$ cat config.mk
export PLATFORM = sky130hd
export DESIGN_NAME = stream_demux_n
export DESIGN_NICKNAME = d
export VERILOG_FILES = /design/src/rtl/stream_demux_n.sv
export SDC_FILE = /design/constraint.sdc
export NUM_CORES = 1
export LEC_CHECK = 0
export CELL_PAD_IN_SITES_DETAIL_PLACEMENT = 1
export CELL_PAD_IN_SITES_GLOBAL_PLACEMENT = 2
export CORE_ASPECT_RATIO = 0.9
export CORE_MARGIN = 5
export CORE_UTILIZATION = 21
export CTS_CLUSTER_SIZE = 40
export DETAILED_ROUTE_END_ITERATION = 6
export PLACE_DENSITY_LB_ADDON = 0.1
export SYNTH_ARGS = -nofsm -noshare
export SYNTH_HDL_FRONTEND = slang
export SYNTH_SLANG_ARGS = --single-unit
$ cat constraint.sdc
create_clock -name CLK -period 1.69 [get_ports CLK]
set_input_delay 0.4225 -clock CLK [delete_from_list [all_inputs] [get_ports CLK]]
set_output_delay 0.4225 -clock CLK [all_outputs]
set_load 0.1 [all_outputs]
$ cat src/rtl/stream_demux_n.sv
// stream_demux_n -- registered 1-to-CHANNELS stream demultiplexer.
//
// A packet is routed to the channel named by S on its first beat. The
// channel is then held until the beat marked LAST is accepted. Each output
// channel has a one-entry register. A packet whose first-beat select is out
// of range (S >= CHANNELS) is accepted and discarded. DROP pulses once for
// each discarded beat.
//
// Ports:
//   CLK       rising-edge clock
//   RST       asynchronous, active-high reset
//   D         input beat data (WIDTH bits)
//   S         destination channel, sampled only on the first beat of a packet
//   LAST      final beat of a packet
//   IN_VALID  input beat valid
//   IN_READY  block can accept a beat this cycle (combinational)
//   Y         output data, channel k at [k*WIDTH +: WIDTH]
//   Y_LAST    per-channel LAST
//   Y_VALID   per-channel valid
//   Y_READY   per-channel ready
//   DROP      registered one-cycle pulse per discarded beat
//   CNT       per-channel accepted-beat counters, channel k at [k*16 +: 16]
//
// Build option:
//   DEMUX_COUNT_EN  when defined, CNT counts routed beats per channel
//                   (16-bit, wrapping). When undefined, CNT is tied to zero.
module stream_demux_n #(
  parameter int WIDTH    = 8,
  parameter int CHANNELS = 4,
  parameter int SELW     = 2
) (
  input  logic                     CLK,
  input  logic                     RST,
  input  logic [WIDTH-1:0]         D,
  input  logic [SELW-1:0]          S,
  input  logic                     LAST,
  input  logic                     IN_VALID,
  output logic                     IN_READY,
  output logic [CHANNELS*WIDTH-1:0] Y,
  output logic [CHANNELS-1:0]      Y_LAST,
  output logic [CHANNELS-1:0]      Y_VALID,
  input  logic [CHANNELS-1:0]      Y_READY,
  output logic                     DROP,
  output logic [CHANNELS*16-1:0]   CNT
);

  localparam logic [1:0] ST_IDLE     = 2'd0;
  localparam logic [1:0] ST_LOCKED   = 2'd1;
  localparam logic [1:0] ST_DROPPING = 2'd2;

  // S is zero-extended by one bit so that the range check also works when
  // CHANNELS == 2**SELW.
  localparam logic [SELW:0] CH_LIMIT = (SELW+1)'(CHANNELS);

  logic [1:0]                state_r;
  logic [1:0]                state_next_s;
  logic [SELW-1:0]           lock_sel_r;
  logic [SELW-1:0]           target_sel_s;
  logic                      in_range_s;
  logic                      drop_beat_s;
  logic                      accept_s;
  logic                      routed_s;
  logic [CHANNELS-1:0]       target_oh_s;
  logic [CHANNELS-1:0]       load_s;
  logic [CHANNELS-1:0]       y_valid_r;
  logic [CHANNELS-1:0]       y_last_r;
  logic [CHANNELS*WIDTH-1:0] y_data_r;
  logic                      drop_r;

  assign in_range_s = ({1'b0, S} < CH_LIMIT);

  // Target channel: the live select at a packet start, otherwise the lock.
  always_comb begin
    target_sel_s = lock_sel_r;
    case (state_r)
      ST_IDLE: target_sel_s = S;
      default: target_sel_s = lock_sel_r;
    endcase
  end

  // One-hot decode of the target. An out-of-range S decodes to all zeros.
  always_comb begin
    target_oh_s = '0;
    for (int k = 0; k < CHANNELS; k++) begin
      target_oh_s[k] = (target_sel_s == SELW'(k));
    end
  end

  // Determine whether the beat currently offered would be discarded.
  always_comb begin
    drop_beat_s = 1'b0;
    case (state_r)
      ST_DROPPING: drop_beat_s = 1'b1;
      ST_IDLE:     drop_beat_s = ~in_range_s;
      default:     drop_beat_s = 1'b0;
    endcase
  end

  // A discarded beat is always accepted. A routed beat is accepted when the
  // target slot is empty or draining in this same cycle.
  assign IN_READY = drop_beat_s | (|(target_oh_s & (~y_valid_r | Y_READY)));
  assign accept_s = IN_VALID & IN_READY;
  assign routed_s = accept_s & ~drop_beat_s;
  assign load_s   = target_oh_s & {CHANNELS{routed_s}};

  // Next-state logic for packet lock and drop tracking.
  always_comb begin
    state_next_s = state_r;
    case (state_r)
      ST_IDLE: begin
        if (accept_s & ~LAST) begin
          state_next_s = in_range_s ? ST_LOCKED : ST_DROPPING;
        end else begin
          state_next_s = ST_IDLE;
        end
      end
      ST_LOCKED, ST_DROPPING: begin
        if (accept_s & LAST) begin
          state_next_s = ST_IDLE;
        end else begin
          state_next_s = state_r;
        end
      end
      default: state_next_s = ST_IDLE;
    endcase
  end

  // State, lock register and drop pulse.
  always_ff @(posedge CLK or posedge RST) begin
    if (RST) begin
      state_r    <= ST_IDLE;
      lock_sel_r <= '0;
      drop_r     <= 1'b0;
    end else begin
      state_r <= state_next_s;
      drop_r  <= accept_s & drop_beat_s;
      if ((state_r == ST_IDLE) && accept_s && in_range_s && !LAST) begin
        lock_sel_r <= S;
      end else begin
        lock_sel_r <= lock_sel_r;
      end
    end
  end

  // Per-channel output slots. A reload wins over a drain in the same cycle.
  // Data and LAST hold their value once the slot empties.
  always_ff @(posedge CLK or posedge RST) begin
    if (RST) begin
      y_valid_r <= '0;
      y_last_r  <= '0;
      y_data_r  <= '0;
    end else begin
      for (int k = 0; k < CHANNELS; k++) begin
        if (load_s[k]) begin
          y_data_r[k*WIDTH +: WIDTH] <= D;
          y_last_r[k]                <= LAST;
          y_valid_r[k]               <= 1'b1;
        end else if (Y_READY[k]) begin
          y_valid_r[k] <= 1'b0;
        end else begin
          y_valid_r[k] <= y_valid_r[k];
        end
      end
    end
  end

  assign Y       = y_data_r;
  assign Y_LAST  = y_last_r;
  assign Y_VALID = y_valid_r;
  assign DROP    = drop_r;

`ifdef DEMUX_COUNT_EN
  logic [CHANNELS*16-1:0] cnt_r;

  // Routed-beat counters. They wrap naturally at 16 bits.
  always_ff @(posedge CLK or posedge RST) begin
    if (RST) begin
      cnt_r <= '0;
    end else begin
      for (int k = 0; k < CHANNELS; k++) begin
        if (load_s[k]) begin
          cnt_r[k*16 +: 16] <= cnt_r[k*16 +: 16] + 16'd1;
        end else begin
          cnt_r[k*16 +: 16] <= cnt_r[k*16 +: 16];
        end
      end
    end
  end

  assign CNT = cnt_r;
`else
  assign CNT = '0;
`endif

endmodule

* After elaboration in Yosys (flattened, before gate mapping)
Index checks and enable logic that the tools add are counted.
** Word-level totals
- Logic and storage cells :: 57
- Flip-flop bits (word level) :: 45
** Cells by class
- Reductions and logical operators :: 11
- Bitwise gates (word level) :: 12
- Mux-type cells :: 13
- Equality and inequality tests :: 6
** Operator list (count)
- two-way mux 1 bit :: 10
- AND 4 bit :: 2
- nonzero test 2 bit :: 4
- equality test 2 bit (second input constant) :: 3
- AND 1 bit :: 5
- equality test 2 x 1 -> 1 bit (second input constant) :: 2
- zero test 2 bit :: 2
- two-way mux 2 bit :: 2
- inverter 4 bit :: 1
- OR 4 bit :: 1
- case mux 2 bit (2 select lines) :: 1
- OR reduction 4 bit :: 1
- logical AND 1 bit :: 2
- != test 2 bit (second input constant) :: 1
- inverter 1 bit :: 2
- OR reduction 2 bit :: 1
- zero test 1 bit :: 1
- OR 1 bit :: 1

* Depth between registers and ports, before layout
Gate-level depths: netlist of run 1.
- Word-level depth :: 10
- Depth in mapped cells :: 5

* Worst setup path after synthesis of run 1
OpenSTA, ideal clock, no wires.
- Kind :: register -> output
- Start point :: register y_valid_r[3], in the netlist Y_VALID[3]
- End point :: output port IN_READY
- Required time :: 1267 ps
- Path slack :: -779 ps
- Arrival time :: 2046 ps
- Path buffers :: 0
- Stages on the path, launching flop included :: 5
- Path through :: dfrtp_1 > nand2b_1 > mux2_4 > nand2_1 > nand2_1
** Between the ends
- Longest elaborated chain between the ends :: 5
** Ends and longest elaborated chain
- start, declared :: line 65 : logic [CHANNELS-1:0] y_valid_r;
- start signal, assigned by index :: line 161 : y_valid_r[k] <= y_valid_r[k];
- inverter 4 bit :: line 101 : assign IN_READY = drop_beat_s | (|(target_oh_s & (~y_valid_r | Y_READY)));
- OR 4 bit :: line 101
- AND 4 bit :: line 101
- OR reduction 4 bit :: line 101
- OR 1 bit :: line 101
- end, declared :: line 38 : output logic IN_READY,
No other way between the ends.

* Worst setup path after layout of run 1
- Start point :: register state_r[0]
- End point :: output port IN_READY
** Between the ends
- Longest elaborated chain between the ends :: 6
- Elaborated cells on any way between the ends :: 11
- Classes of those cells :: eq/ne (4); mux (2); bitwise (2); reduce/logical (3)
** Ends and longest elaborated chain
- start, declared :: line 55 : logic [1:0] state_r;
- start signal, assigned :: line 135 : state_r <= state_next_s;
- zero test 2 bit
- two-way mux 2 bit :: line 75 : case (state_r)
- equality test 2 x 1 -> 1 bit (tied with other cells) :: line 85 : target_oh_s[k] = (target_sel_s == SELW'(k));
- AND 4 bit :: line 101
- OR reduction 4 bit :: line 101
- OR 1 bit (*) :: line 101
Every way passes the cells marked *; elsewhere a longest branch is shown, timed or not.

==> reports/metrics.cfg, run 1 <==
[grt]
grt_pass1_wl_um=8894
grt_overflow=0
grt_max_degree=44
antenna_found_initial=0
grt_use_total_pct=8.951
grt_pass1_vias=1566

[die]
die_area_sq_mm=0.01275
fp.coreArea_sq_mm=0.01029
start_util_pct=21.62
io_pins=124
die_h_um=107.6
rows=35
die_w_um=118.5

[clock_tree]
h-tree-depth=2
clock_latency_ns=0.28
clock_path_buffers=2
cts_sinks=43
cts_tree=done
clkSlewWorstSetupHoldPaths_ns=0.06
clockRootBuffer=clkbuf_16
numCtsBuffers=5

[routing]
antenna_left=0
first_iter_violations=24
vias=1414
detail_route.wirelength_um=5750
viasPerCell=3.598
first_pass_iters=2
wire_per_inst_um=14.63
drc=0

[synth]
muxShareOfSynthArea_pct=21.26
synthCells=178
synthArstFlopShare_pct=100.0
ys.flop_type=dfrtp_1
seq_area_frac_synth_pct=48.37
yosysWarnings=0
synth-compound-area-share_pct=1.350
synth-seq-cells=43
synth_edf_count=0
synth_area_sq_mm=0.002225
yosys.area_share.simple_pct=6.355
synth_xor_area_share_pct=0
avgSynthCellArea_sq_um=12.50
synth.distinct_cells=21
synth_top_family_by_area=buffers and inverters
synth_adder_area_share_pct=0

[timing]
setup_slack_ns=-0.3818
rsz0062_at_grt=yes
skew_ns=0.007936
setup_viol=20
post-route-min-period_ns=2.072
period_share_pct=122.6
fmax_mhz=482.7
hold_viol=0
slew_viol_final=0

[run_status]
violations=setup timing
status=finished with violations

[layout]
fillers=1090
n_antenna_cell=0
area_growth_pct=64.17
layout-drive-gt1-share_pct=49.24
stdcell_area_sq_mm=0.003652
multi_input_area_sq_um=983.4
nets=281
seq_area_sq_mm=0.001092

[worst_setup_path]
crit_chain=mux2i_4, mux2_4, nand2_4, nand2_8, buf_12
path_class=reg -> out
end_kind=output pin
startpoint_type=flop
slowest_stage=dfrtp_2
critPathMaxFanout=5
arrival_ns=1.65
cp.required_ns=1.27
critPathMaxStageDelay_ns=0.40

[placement]
gp_congestion=0.6496
hpwlAfterDp_um=4260
postPlaceCellArea_sq_mm=0.003405
portBuffers=58

[worst_hold_path]
hp-class=in -> async

[job]
max-cap-violations=0

-- cells in the mapped netlist (2+ instances only) --
master,count,share of area (%)
buf_4,65,22
mux2i_1,3,1.3
o21ai_2,2,0.79
dfrtp_1,43,48
inv_1,2,0.34
nand4_2,2,1.1
mux2_2,37,19
nand2b_1,4,1.1
nor2_1,2,0.34
nand2_1,7,1.2
-- registers in the layout, summed over array words and instances, names as in the netlist --
signal	cells
Y_VALID	4
state_r	1
Y_LAST	4
Y	32
lock_sel_r	2
-- path summary, 6_finish.rpt --
path	startpoint	to	slack (ns)	cells after the start
worst max-delay path	state_r[0]	IN_READY	-0.38	5
worst min-delay path	RST	Y_VALID[0]	0.49	3
worst max register to register	state_r[0]	lock_sel_r[0]	-0.21	7
worst min register to register	lock_sel_r[1]	lock_sel_r[1]	0.53	2
max in group asynchronous	RST	Y_VALID[1]	0.96	3
min in group CLK	lock_sel_r[1]	lock_sel_r[1]	0.53	2
-- cells in the final DEF, fill, tap and decap left out, drive strengths merged --
master / n
dfrtp: 43
mux2i: 3
nor2: 2
conb: 65
bufinv: 1
nand2b: 4
a21boi: 1
buf: 62
nand4: 2
nor2b: 1
and2: 1
dlygate4sd2: 1
mux2: 39
nand2: 7
o21ai: 3
clkdlybuf4s50: 16
clkinv: 1
clkbuf: 6
inv: 2
nand4b: 1
nand3: 3
-- worst max-delay path: cells and delay by family, from the launching register on --
kind / cells / cell delay [ns]
buffers and inverters: 1 / 0.16
flip-flops: 1 / 0.40
multiplexers: 2 / 0.67
AND/OR/NAND/NOR: 2 / 0.14
-- metrics by stage --
stage / hold WS, ns / utilization (%) / setup slack [ns] / TNS [ns] / instances
3_3_place_gp: 0.5206 / 33.08 / -0.5197 / -14.97 / 381
5_1_grt: 0.5292 / 35.49 / -0.4446 / -2.292 / 393
6_report: 0.4924 / 35.49 / -0.3818 / -1.139 / 393
4_1_cts: 0.5145 / 35.31 / -0.3986 / -1.195 / 393
2_1_floorplan: 0.4823 / - / -0.006410 / -0.006410 / 242
3_5_place_dp: 0.5138 / 33.08 / -0.5210 / -14.97 / 381
-- layer usage --
layer	wire length (um)	share of wire [%]	vias to the layer above	global-route usage [%]
met5	0	0	-	0
met4	25	0.43	0	1.943
met3	557	9.7	2	4.362
met2	2808	49	57	14.10
met1	2359	41	719	11.12
li1	-	-	636	-
-- what timing repair did --
item / in CTS / in global routing
pin swaps: 1 / 0
hold buffers: 0 / 0
gates cloned: 1 / 0
endpoints found under the setup margin: 38 / 33
buffers inserted: 3 / 0
resized for setup: 5 / 4
-- area by class of cell --
type	count	area share, %
Sequential cell	43	29.91
Clock inverter	2	0.9592
Timing Repair Buffer	79	33.78
Inverter	2	0.2056
Multi-Input combinational cell	132	26.93
Tap cell	129	4.419
Clock buffer	6	3.803
-- kinds of logic after synthesis --
group | Yosys count
other | 1
and+or+nand+nor | 20
AOI/OAI and AO/OA | 4
muxes | 42
DFF | 43
buffers and inverters | 68
Power of run 1 is left out: the tool's default activity adds up to more than one toggle a clock period on the data nets, which glitch-free logic cannot reach.
==> run 2: changes to the inputs <==
Settings changed: CORE_MARGIN 5 to default, CORE_UTILIZATION 21 to 33, DONT_BUFFER_PORTS from default to 1.
==> run 2 against run 1 <==
The flow still finishes with violations (setup timing). Utilization grew 6.4 points. Via count shrank 10%. Fmax rose by 2.9%. Register-to-register slack barely moved. First-iteration DRC count is 110% higher. Wire length down 19%. Non-clock buffer count is 26 lower. Sequential share of layout area is 9.9 points higher. Final cell count down 17%. Critical path depth shrank 1. Cell area shrank 25%.
==> reports/metrics.cfg, run 2 (synthesis gave the netlist of run 1 again) <==
[timing]
skew_ns=0.002848  ; was 0.007936 ns
relSlewSlack_pct=66.54
rsz0062_at_grt=yes  ; unchanged
tightest_slew_ns=0.5019
hold_ws_ns=0.04471  ; was 0.4924 ns
fmax_mhz=496.6  ; was 482.7 MHz
setup_viol=20  ; unchanged
setup_slack_ns=-0.3236  ; was -0.3818 ns
slew_viol_final=0  ; unchanged
hold_viol=0  ; unchanged
period_share_pct=119.2  ; was 122.6%
post-route-min-period_ns=2.014  ; was 2.072 ns

[worst_setup_path]
cp.required_ns=1.27  ; about the same
crit_chain=mux2i_4, mux2_4, nand2_4, nand2_8  ; was mux2i_4, mux2_4, nand2_4, nand2_8, buf_12
path_class=reg -> out  ; unchanged
arrival_ns=1.59  ; was 1.65 ns
critPathMaxFanout=4  ; was 5
r2r_slack_ns=-0.21  ; about the same
r2r-start=state_r[0]  ; unchanged
end_kind=output pin  ; unchanged
startpoint_type=flop  ; unchanged
reg2reg_to=lock_sel_r[0]  ; unchanged
critPathMaxStageDelay_ns=0.42  ; was 0.40 ns
slowest_stage=dfrtp_2  ; unchanged
ff2ff_path_depth=7  ; unchanged

[routing]
antenna_left=0  ; unchanged
vias=1273  ; was 1,414
drc=0  ; unchanged
detail_route.wirelength_um=4631  ; was 5750 um
first_iter_violations=50  ; was 24
first_pass_iters=4  ; was 2
viasPerCell=3.905  ; was 3.598
wire_per_inst_um=14.21  ; was 14.63 um

[layout]
fillers=727  ; was 1,090
layout-drive-gt1-share_pct=50.42  ; was 49.24%
multi_input_area_sq_mm=0.001006  ; was 983.4 sq um
n_antenna_cell=0  ; unchanged
area_growth_pct=23.45  ; was 64.17%
nets=254  ; was 281
layout_common_cells=conb_1, buf_4, dfrtp_1  ; was conb_1, buf_12, dfrtp_1
largest_reg_flops=32  ; unchanged
stdcell_area_sq_mm=0.002746  ; was 0.003652 sq mm
mostFrequentLayoutCell=conb_1  ; unchanged
seq_area_sq_mm=0.001094  ; was 0.001092 sq mm
instances_no_fill=326  ; was 393

[clock_tree]
clockRootBuffer=clkbuf_8  ; was clkbuf_16
postCtsHoldBufs=0  ; unchanged
numCtsBuffers=5  ; unchanged
clock_path_buffers=2  ; unchanged
clkSlewWorstSetupHoldPaths_ns=0.08  ; was 0.06 ns
h-tree-depth=2  ; unchanged
clock_latency_ns=0.29  ; was 0.28 ns
cts_tree=done  ; unchanged
cts_sinks=43  ; unchanged

[grt]
grt_max_degree=44  ; unchanged
grt_pass1_wl_um=6844  ; was 8894 um
antenna_found_initial=0  ; unchanged
grt_pass1_vias=1274  ; was 1,566
grt_overflow=0  ; unchanged
grt_use_total_pct=13.09  ; was 8.951%

[die]
fp.coreArea_sq_mm=0.006551  ; was 0.01029 sq mm
die_w_um=88.55  ; was 118.5 um
die_h_um=79.89  ; was 107.6 um
start_util_pct=33.96  ; was 21.62%
die_area_sq_mm=0.007074  ; was 0.01275 sq mm
rows=28  ; was 35
io_pins=124  ; unchanged

[placement]
gp_congestion=0.7004  ; was 0.6496
post-place-ws_ns=-0.09127  ; was -0.5210 ns
portBuffers=0  ; was 58
hpwlAfterDp_um=3400  ; was 4260 um
placedCellCount=313  ; was 381
postPlaceCellArea_sq_mm=0.002545  ; was 0.003405 sq mm

[job]
max-cap-violations=0  ; unchanged

[run_status]
violations=setup timing  ; unchanged
status=finished with violations  ; unchanged

[worst_hold_path]
hp-class=in -> async  ; unchanged

run 2: cell types whose count changed in the layout (fill, tap and decap cells not counted), sizes merged:
cell           before  now
buf                62   53
bufinv              1    0
clkdlybuf4s50      16    0
dlygate4sd2         1    0
nand3               3    2
run 2: area by class of cell:
class / count / area share [%]
Multi-Input combinational cell: 131 / 36.63
Clock inverter: 1 / 0.1822
Timing Repair Buffer: 53 / 15.99
Inverter: 2 / 0.2733
Tap cell: 90 / 4.100
Clock buffer: 6 / 3.007
Sequential cell: 43 / 39.82
run 2: critical path, delay by kind of cell, from the launching register on:
kind | cells | cell delay [ns]
DFF | 1 | 0.42
muxes | 2 | 0.65
and+or+nand+nor | 2 | 0.22
run 2: through the flow:
step,TNS [ns],utilization [%]
global route,-4.181,41.92
finish,-3.239,41.92
detailed placement,-1.141,38.85
floorplan,-0.006410,-
CTS,-1.268,40.66
global placement,-0.3151,38.85
run 2: worst max path at each step:
stage	startpoint	end	slack, ns
after floorplan	Y_VALID[1]	IN_READY	-0.006
after global placement	state_r[0]	Y[29]	-0.03
after detailed placement	state_r[0]	Y_LAST[3]	-0.09
after CTS	state_r[0]	IN_READY	-0.35
after global routing	state_r[0]	IN_READY	-0.40
final	state_r[0]	IN_READY	-0.32
run 2: repair_timing:
action,4_1_cts,5_1_grt
pin swaps,0,1
resized for setup,2,12
setup endpoints to repair,20,21
cloned,0,0
buffers inserted,2,4
run 2: routing by layer:
layer  GRT usage (%)  routed length (um)
met1           15.61                1781
met2           22.62                2474
met3           4.137                 346
met5               0                   0
met4           3.387                  29
Power of run 2 is left out for the same reason.
